[src/rtl/hex_keypad_pkg.sv]
// Shared definitions for the hex keypad emulator and its scanner/encoder:
// FSM state encoding and the key-code to row/column mapping.
package hex_keypad_pkg;

  typedef enum logic [4:0] {
    ST_IDLE    = 5'b00001,
    ST_BNC_IN  = 5'b00010,
    ST_HOLD    = 5'b00100,
    ST_BNC_OUT = 5'b01000,
    ST_GAP     = 5'b10000
  } state_t;

  function automatic logic [3:0] onehot4(input logic [1:0] idx);
    return 4'b0001 << idx;
  endfunction

  // Key code layout: [3:2] row index, [1:0] column index.
  function automatic logic [1:0] key_row(input logic [3:0] code);
    return code[3:2];
  endfunction

  function automatic logic [1:0] key_col(input logic [3:0] code);
    return code[1:0];
  endfunction

  // Row lines produced by a closed key under a given column drive.
  function automatic logic [3:0] key_row_lines(input logic [3:0] code,
                                               input logic [3:0] col);
    return onehot4(key_row(code)) & {4{col[key_col(code)]}};
  endfunction

endpackage

[src/rtl/hex_keypad_emulator_sync_2ff.sv]
// One-bit two-flop synchronizer with asynchronous active-high reset.
module sync_2ff (
  input  logic clock,
  input  logic reset,
  input  logic d,
  output logic q
);

  logic meta;

  always_ff @(posedge clock or posedge reset) begin
    if (reset) begin
      meta <= 1'b0;
      q    <= 1'b0;
    end else begin
      meta <= d;
      q    <= meta;
    end
  end

endmodule

[src/rtl/hex_keypad_emulator.sv]
// 4x4 hex keypad emulator: presses a commanded key with contact bounce, hold,
// bounced release and a release gap, answering the scanner's column drive.
module hex_keypad_emulator
  import hex_keypad_pkg::*;
#(
  parameter int unsigned BOUNCE_CYCLES = 4,
  parameter int unsigned HOLD_CYCLES   = 16,
  parameter int unsigned GAP_CYCLES    = 8,
  parameter int unsigned CNT_W         = 8
) (
  input  logic       clock,
  input  logic       reset,
  input  logic [3:0] key_code,
  input  logic       key_valid,
  output logic       key_ready,
  input  logic [3:0] Col,
  output logic [3:0] Row,
  output logic       S_Row,
  output logic       pressed,
  output logic       done
);

  localparam logic [CNT_W-1:0] BNC_LOAD  =
    (BOUNCE_CYCLES > 0) ? CNT_W'(BOUNCE_CYCLES - 1) : '0;
  localparam logic [CNT_W-1:0] HOLD_LOAD = CNT_W'(HOLD_CYCLES - 1);
  localparam logic [CNT_W-1:0] GAP_LOAD  = CNT_W'(GAP_CYCLES - 1);
  localparam logic [CNT_W-1:0] CNT_ONE   = CNT_W'(1);

  state_t           state;
  logic [CNT_W-1:0] cnt;
  logic [3:0]       code;
  logic             contact;
  logic             done_q;
  logic             row_any;

  // Contact is registered one phase ahead: each transition also sets the
  // first contact value of the phase being entered.
  always_ff @(posedge clock or posedge reset) begin
    if (reset) begin
      state   <= ST_IDLE;
      cnt     <= '0;
      code    <= '0;
      contact <= 1'b0;
      done_q  <= 1'b0;
    end else begin
      done_q <= 1'b0;
      unique case (state)
        ST_IDLE: begin
          if (key_valid) begin
            code    <= key_code;
            contact <= 1'b1;
            if (BOUNCE_CYCLES > 0) begin
              state <= ST_BNC_IN;
              cnt   <= BNC_LOAD;
            end else begin
              state <= ST_HOLD;
              cnt   <= HOLD_LOAD;
            end
          end
        end
        ST_BNC_IN: begin
          if (cnt == '0) begin
            state   <= ST_HOLD;
            cnt     <= HOLD_LOAD;
            contact <= 1'b1;
          end else begin
            cnt     <= cnt - CNT_ONE;
            contact <= ~contact;
          end
        end
        ST_HOLD: begin
          if (cnt == '0) begin
            contact <= 1'b0;
            if (BOUNCE_CYCLES > 0) begin
              state <= ST_BNC_OUT;
              cnt   <= BNC_LOAD;
            end else begin
              state <= ST_GAP;
              cnt   <= GAP_LOAD;
            end
          end else begin
            cnt <= cnt - CNT_ONE;
          end
        end
        ST_BNC_OUT: begin
          if (cnt == '0) begin
            state   <= ST_GAP;
            cnt     <= GAP_LOAD;
            contact <= 1'b0;
          end else begin
            cnt     <= cnt - CNT_ONE;
            contact <= ~contact;
          end
        end
        ST_GAP: begin
          if (cnt == '0) begin
            state  <= ST_IDLE;
            done_q <= 1'b1;
          end else begin
            cnt <= cnt - CNT_ONE;
          end
        end
        default: begin
          state   <= ST_IDLE;
          cnt     <= '0;
          contact <= 1'b0;
        end
      endcase
    end
  end

  // Row stays combinational from Col: the scanner drives Col from its state.
  always_comb begin
    Row = '0;
    if (contact) Row = key_row_lines(code, Col);
  end

  assign row_any   = |Row;
  assign key_ready = (state == ST_IDLE);
  assign pressed   = contact;
  assign done      = done_q;

  sync_2ff u_sync (
    .clock (clock),
    .reset (reset),
    .d     (row_any),
    .q     (S_Row)
  );

endmodule

[config.mk]
export PLATFORM = sky130hd
export DESIGN_NAME = hex_keypad_emulator
export DESIGN_NICKNAME = d
export VERILOG_FILES = /design/src/rtl/hex_keypad_pkg.sv /design/src/rtl/hex_keypad_emulator_sync_2ff.sv /design/src/rtl/hex_keypad_emulator.sv
export SDC_FILE = /design/constraint.sdc
export NUM_CORES = 1
export LEC_CHECK = 0
export CORE_MARGIN = 3
export CORE_UTILIZATION = 30
export DETAILED_ROUTE_END_ITERATION = 10
export DONT_BUFFER_PORTS = 1
export GPL_TIMING_DRIVEN = 0
export PLACE_DENSITY = 0.53
export SLEW_MARGIN = 20
export SYNTH_ARGS = -nofsm -noshare
export SYNTH_HDL_FRONTEND = slang
export SYNTH_SLANG_ARGS = --single-unit
[constraint.sdc]
create_clock -name clock -period 6 [get_ports clock]
set_clock_uncertainty 0.15 [all_clocks]
set_input_delay 0.6 -clock clock [delete_from_list [all_inputs] [get_ports clock]]
set_output_delay 0.6 -clock clock [all_outputs]
set_load 0.1 [all_outputs]
==> results.md <==
* Status: complete, no violations
* H-Tree Depth at 1
* Setup TNS at 0 ps
* R2R Path End: code[2]
* RSZ-0062 raised after global routing: no
* Initial antenna violation count at 0
* Setup bufs post-CTS at 0
* Critical Path RT at 5250 ps
* Crit. End Element: primary output
* Critical path arrival at 2420 ps
* Hold Crit Class: reg -> reg
* IO Pins at 19
* Final setup violation count at 0
* First-pass DRT Iterations at 4
* WL/cell at 15.3 microns
* # nets final at 154
* Flop2flop setup slack at 3340 ps
* Crit Path Class: reg -> out
* Skew-Pair Late Insertion Delay at 270 ps
* Routability Congestion at 0.850
* Final hold vios at 0
* Worst hold path depth at 0
* Chip Width at 71.2 microns
* Sink Count at 21
* Mapped Avg Cell Area at 9.45 sq um
* Net Count, Synth at 148
* Global-route wire length before repair at 5030 microns
* Total power at 911 uW
* Fmax at 315 MHz
* Routed Antenna Nets at 0
* Top area cells in the synthesized netlist: dfrtp_1 39%, nor2_1 4.4%, o21ai_0 3.5%
* # hold bufs at CTS at 0
* Final Critical Period at 3170 ps
* Final Worst Setup Slack at 2830 ps
* Leak Pwr at 0.587 nW
* Layer with the highest usage: met2
* Initial drt markers at 44
* Worst Path Max Fanout at 5
* CTS tree: yes
* Die Ht at 71.2 microns
* Register area share after synthesis at 0.413
* Power per cell area at 647 nW/um^2
* Maxcap violations at 0
* CTS Buf Count at 3
* Final HPWL DP at 2170 microns
* Final wirelength at 2910 microns
* Worst slew margin at 0.292
* Die ar. at 5070 sq um
* Root Buffer: clkbuf_8
* Layout cells sized above 1 at 0.143
* Layout area overhead at 10.3%
* Yosys warns at 0
* Starting Density at 0.315
* Clk buf depth at 2
* Cell taking the most area after synthesis: dfrtp_1
* VDD IR max at 0.000259 V
* All-Layer GR Usage at 0.123
* Synth cell types at 51
* Reg-to-reg startpoint: state[1]
* Clock Pin Slew Worst Setup and Hold Paths at 80 ps
* Met3 usage at 0.0252
* Post-CTS Resized at 0
* Period utilisation layout at 0.529
* FF-to-FF path depth at 6
* Vias/cell at 5.54
* Core area at 4060 sq um
* Total grt overflow at 0
* Vias in the first global route at 1,049
* Hold Path Sink: u_sync.q
* DP Worst Slack at 3100 ps
* Met1 Use GR at 0.172
* Ant diodes at 0
* DRC violation count after routing at 0
* CP startpoint kind: flop
* Syn Inst Count at 135
* Row count at 23
* Worst Tran Pin Value at 1060 ps
* Vias at 1,052
* #FFs+latches synth at 21
* Met2 Use GR at 0.185
* Hold_sp: u_sync.meta
* Mapped cell area at 1280 sq um
* Largest net degree at the start of global routing at 22
* Slew Viols, Final at 0
* CP startpoint: pressed
* IO buf count at 0
* Yosys top cell area share at 0.392
-- power breakdown --
part	internal (mW)	switching [mW]	total, mW
clock network	0.0463	0.0499	0.0963
logic	0.204	0.328	0.532
registers	0.195	0.0880	0.283
total	0.445	0.466	0.911
-- per-stage QoR --
step | util | std cells | hold slack, ps | cell area [sq um]
2_1_floorplan | - | 135 | 181 | 1280
3_3_place_gp | 0.330 | 185 | 185 | 1340
3_5_place_dp | 0.335 | 186 | 188 | 1360
4_1_cts | 0.347 | 190 | 206 | 1410
5_1_grt | 0.347 | 190 | 235 | 1410
6_report | 0.347 | 190 | 204 | 1410
-- state kept, by name, indices dropped and copies added, names as in the netlist --
| signal | count |
|---|---|
| cnt | 8 |
| u_sync.meta | 1 |
| state | 5 |
| code | 4 |
| u_sync.q | 1 |
| done | 1 |
| pressed | 1 |
-- cell families after synthesis --
group                      count (synthesis)  synth area share
DFF                                       21             0.413
xor gates and xnor gates                   7            0.0480
muxes                                      6            0.0608
and+or+nand+nor                           50             0.225
AOI/OAI and AO/OA                         36             0.188
buffers and inverters                     13            0.0451
adders and majority gates                  2            0.0196
-- routing by layer --
layer / vias to the layer above / wire [microns] / share of wire
met1: 509 / 1370 / 0.47
met5: - / 0 / 0
met2: 27 / 1360 / 0.47
li1: 507 / - / -
met3: 9 / 119 / 0.041
met4: 0 / 61 / 0.021
-- area by class of cell --
class | count | area, sq um
repair buffers | 1 | 15.0
plain buffers | 7 | 35.0
clock buffers | 3 | 41.3
clock inverters | 1 | 5.00
inverters | 6 | 22.5
multi-input cells | 101 | 699
well taps | 50 | 62.6
flip-flops and latches | 21 | 527
fillers | 409 | 2650
-- cells in the final DEF (no fill, tap or decap), types with 2 or more instances in the layout --
master     Yosys  routed
clkbuf_8       0       3
nor3_1         6       6
xnor2_1        4       4
and3_1         2       2
nand3_1        3       3
clkbuf_1       4       4
mux2_2         4       4
nand2_1        6       6
nand2b_1       2       2
a31oi_1        2       2
o2111ai_1      2       2
o21ai_0        9       9
o21a_1         4       4
nor2_1        15      14
xor2_1         3       3
nand3b_1       2       2
a21oi_1        6       6
o31ai_1        2       2
inv_1          6       6
dfrtp_1       20      20
ha_1           2       2
-- critical path: stages, from the launching register on --
cell and delay [ps]:
dfrtp_1 970, and2_1 310, nand2_1 80, nor2_2 800
-- cells in the mapped netlist, drive strengths merged --
cell,number
and3b,1
or4,2
nand2b,2
or4b,3
xnor2,4
a41oi,1
mux2i,1
nor4b,2
xor2,3
dfrtp,20
nor3,6
a31oi,2
dfstp,1
mux4,1
o211ai,1
a2bb2oi,1
and2,2
nand3,3
nor4,1
a22oi,1
o22a,1
o22ai,1
mux2,4
inv,6
clkbuf,4
or3,1
and3,2
nand2,6
nor3b,1
or2,1
o31ai,2
a32o,1
nor2,15
buf,3
a211o,1
a21oi,6
o221ai,1
nand3b,2
ha,2
o21ai,10
o21a,4
o2111ai,2
o32a,1
-- worst max-delay path by stage --
stage | end | slack [ps] | cells after the start
after global placement | Row[0] | 1720 | 2
after CTS | Row[1] | 2810 | 3
after detailed placement | Row[1] | 3100 | 3
after floorplan | Row[0] | 1810 | 2
final | Row[1] | 2830 | 3
after global routing | Row[1] | 2730 | 3
Power figures use the tool's default switching activity.
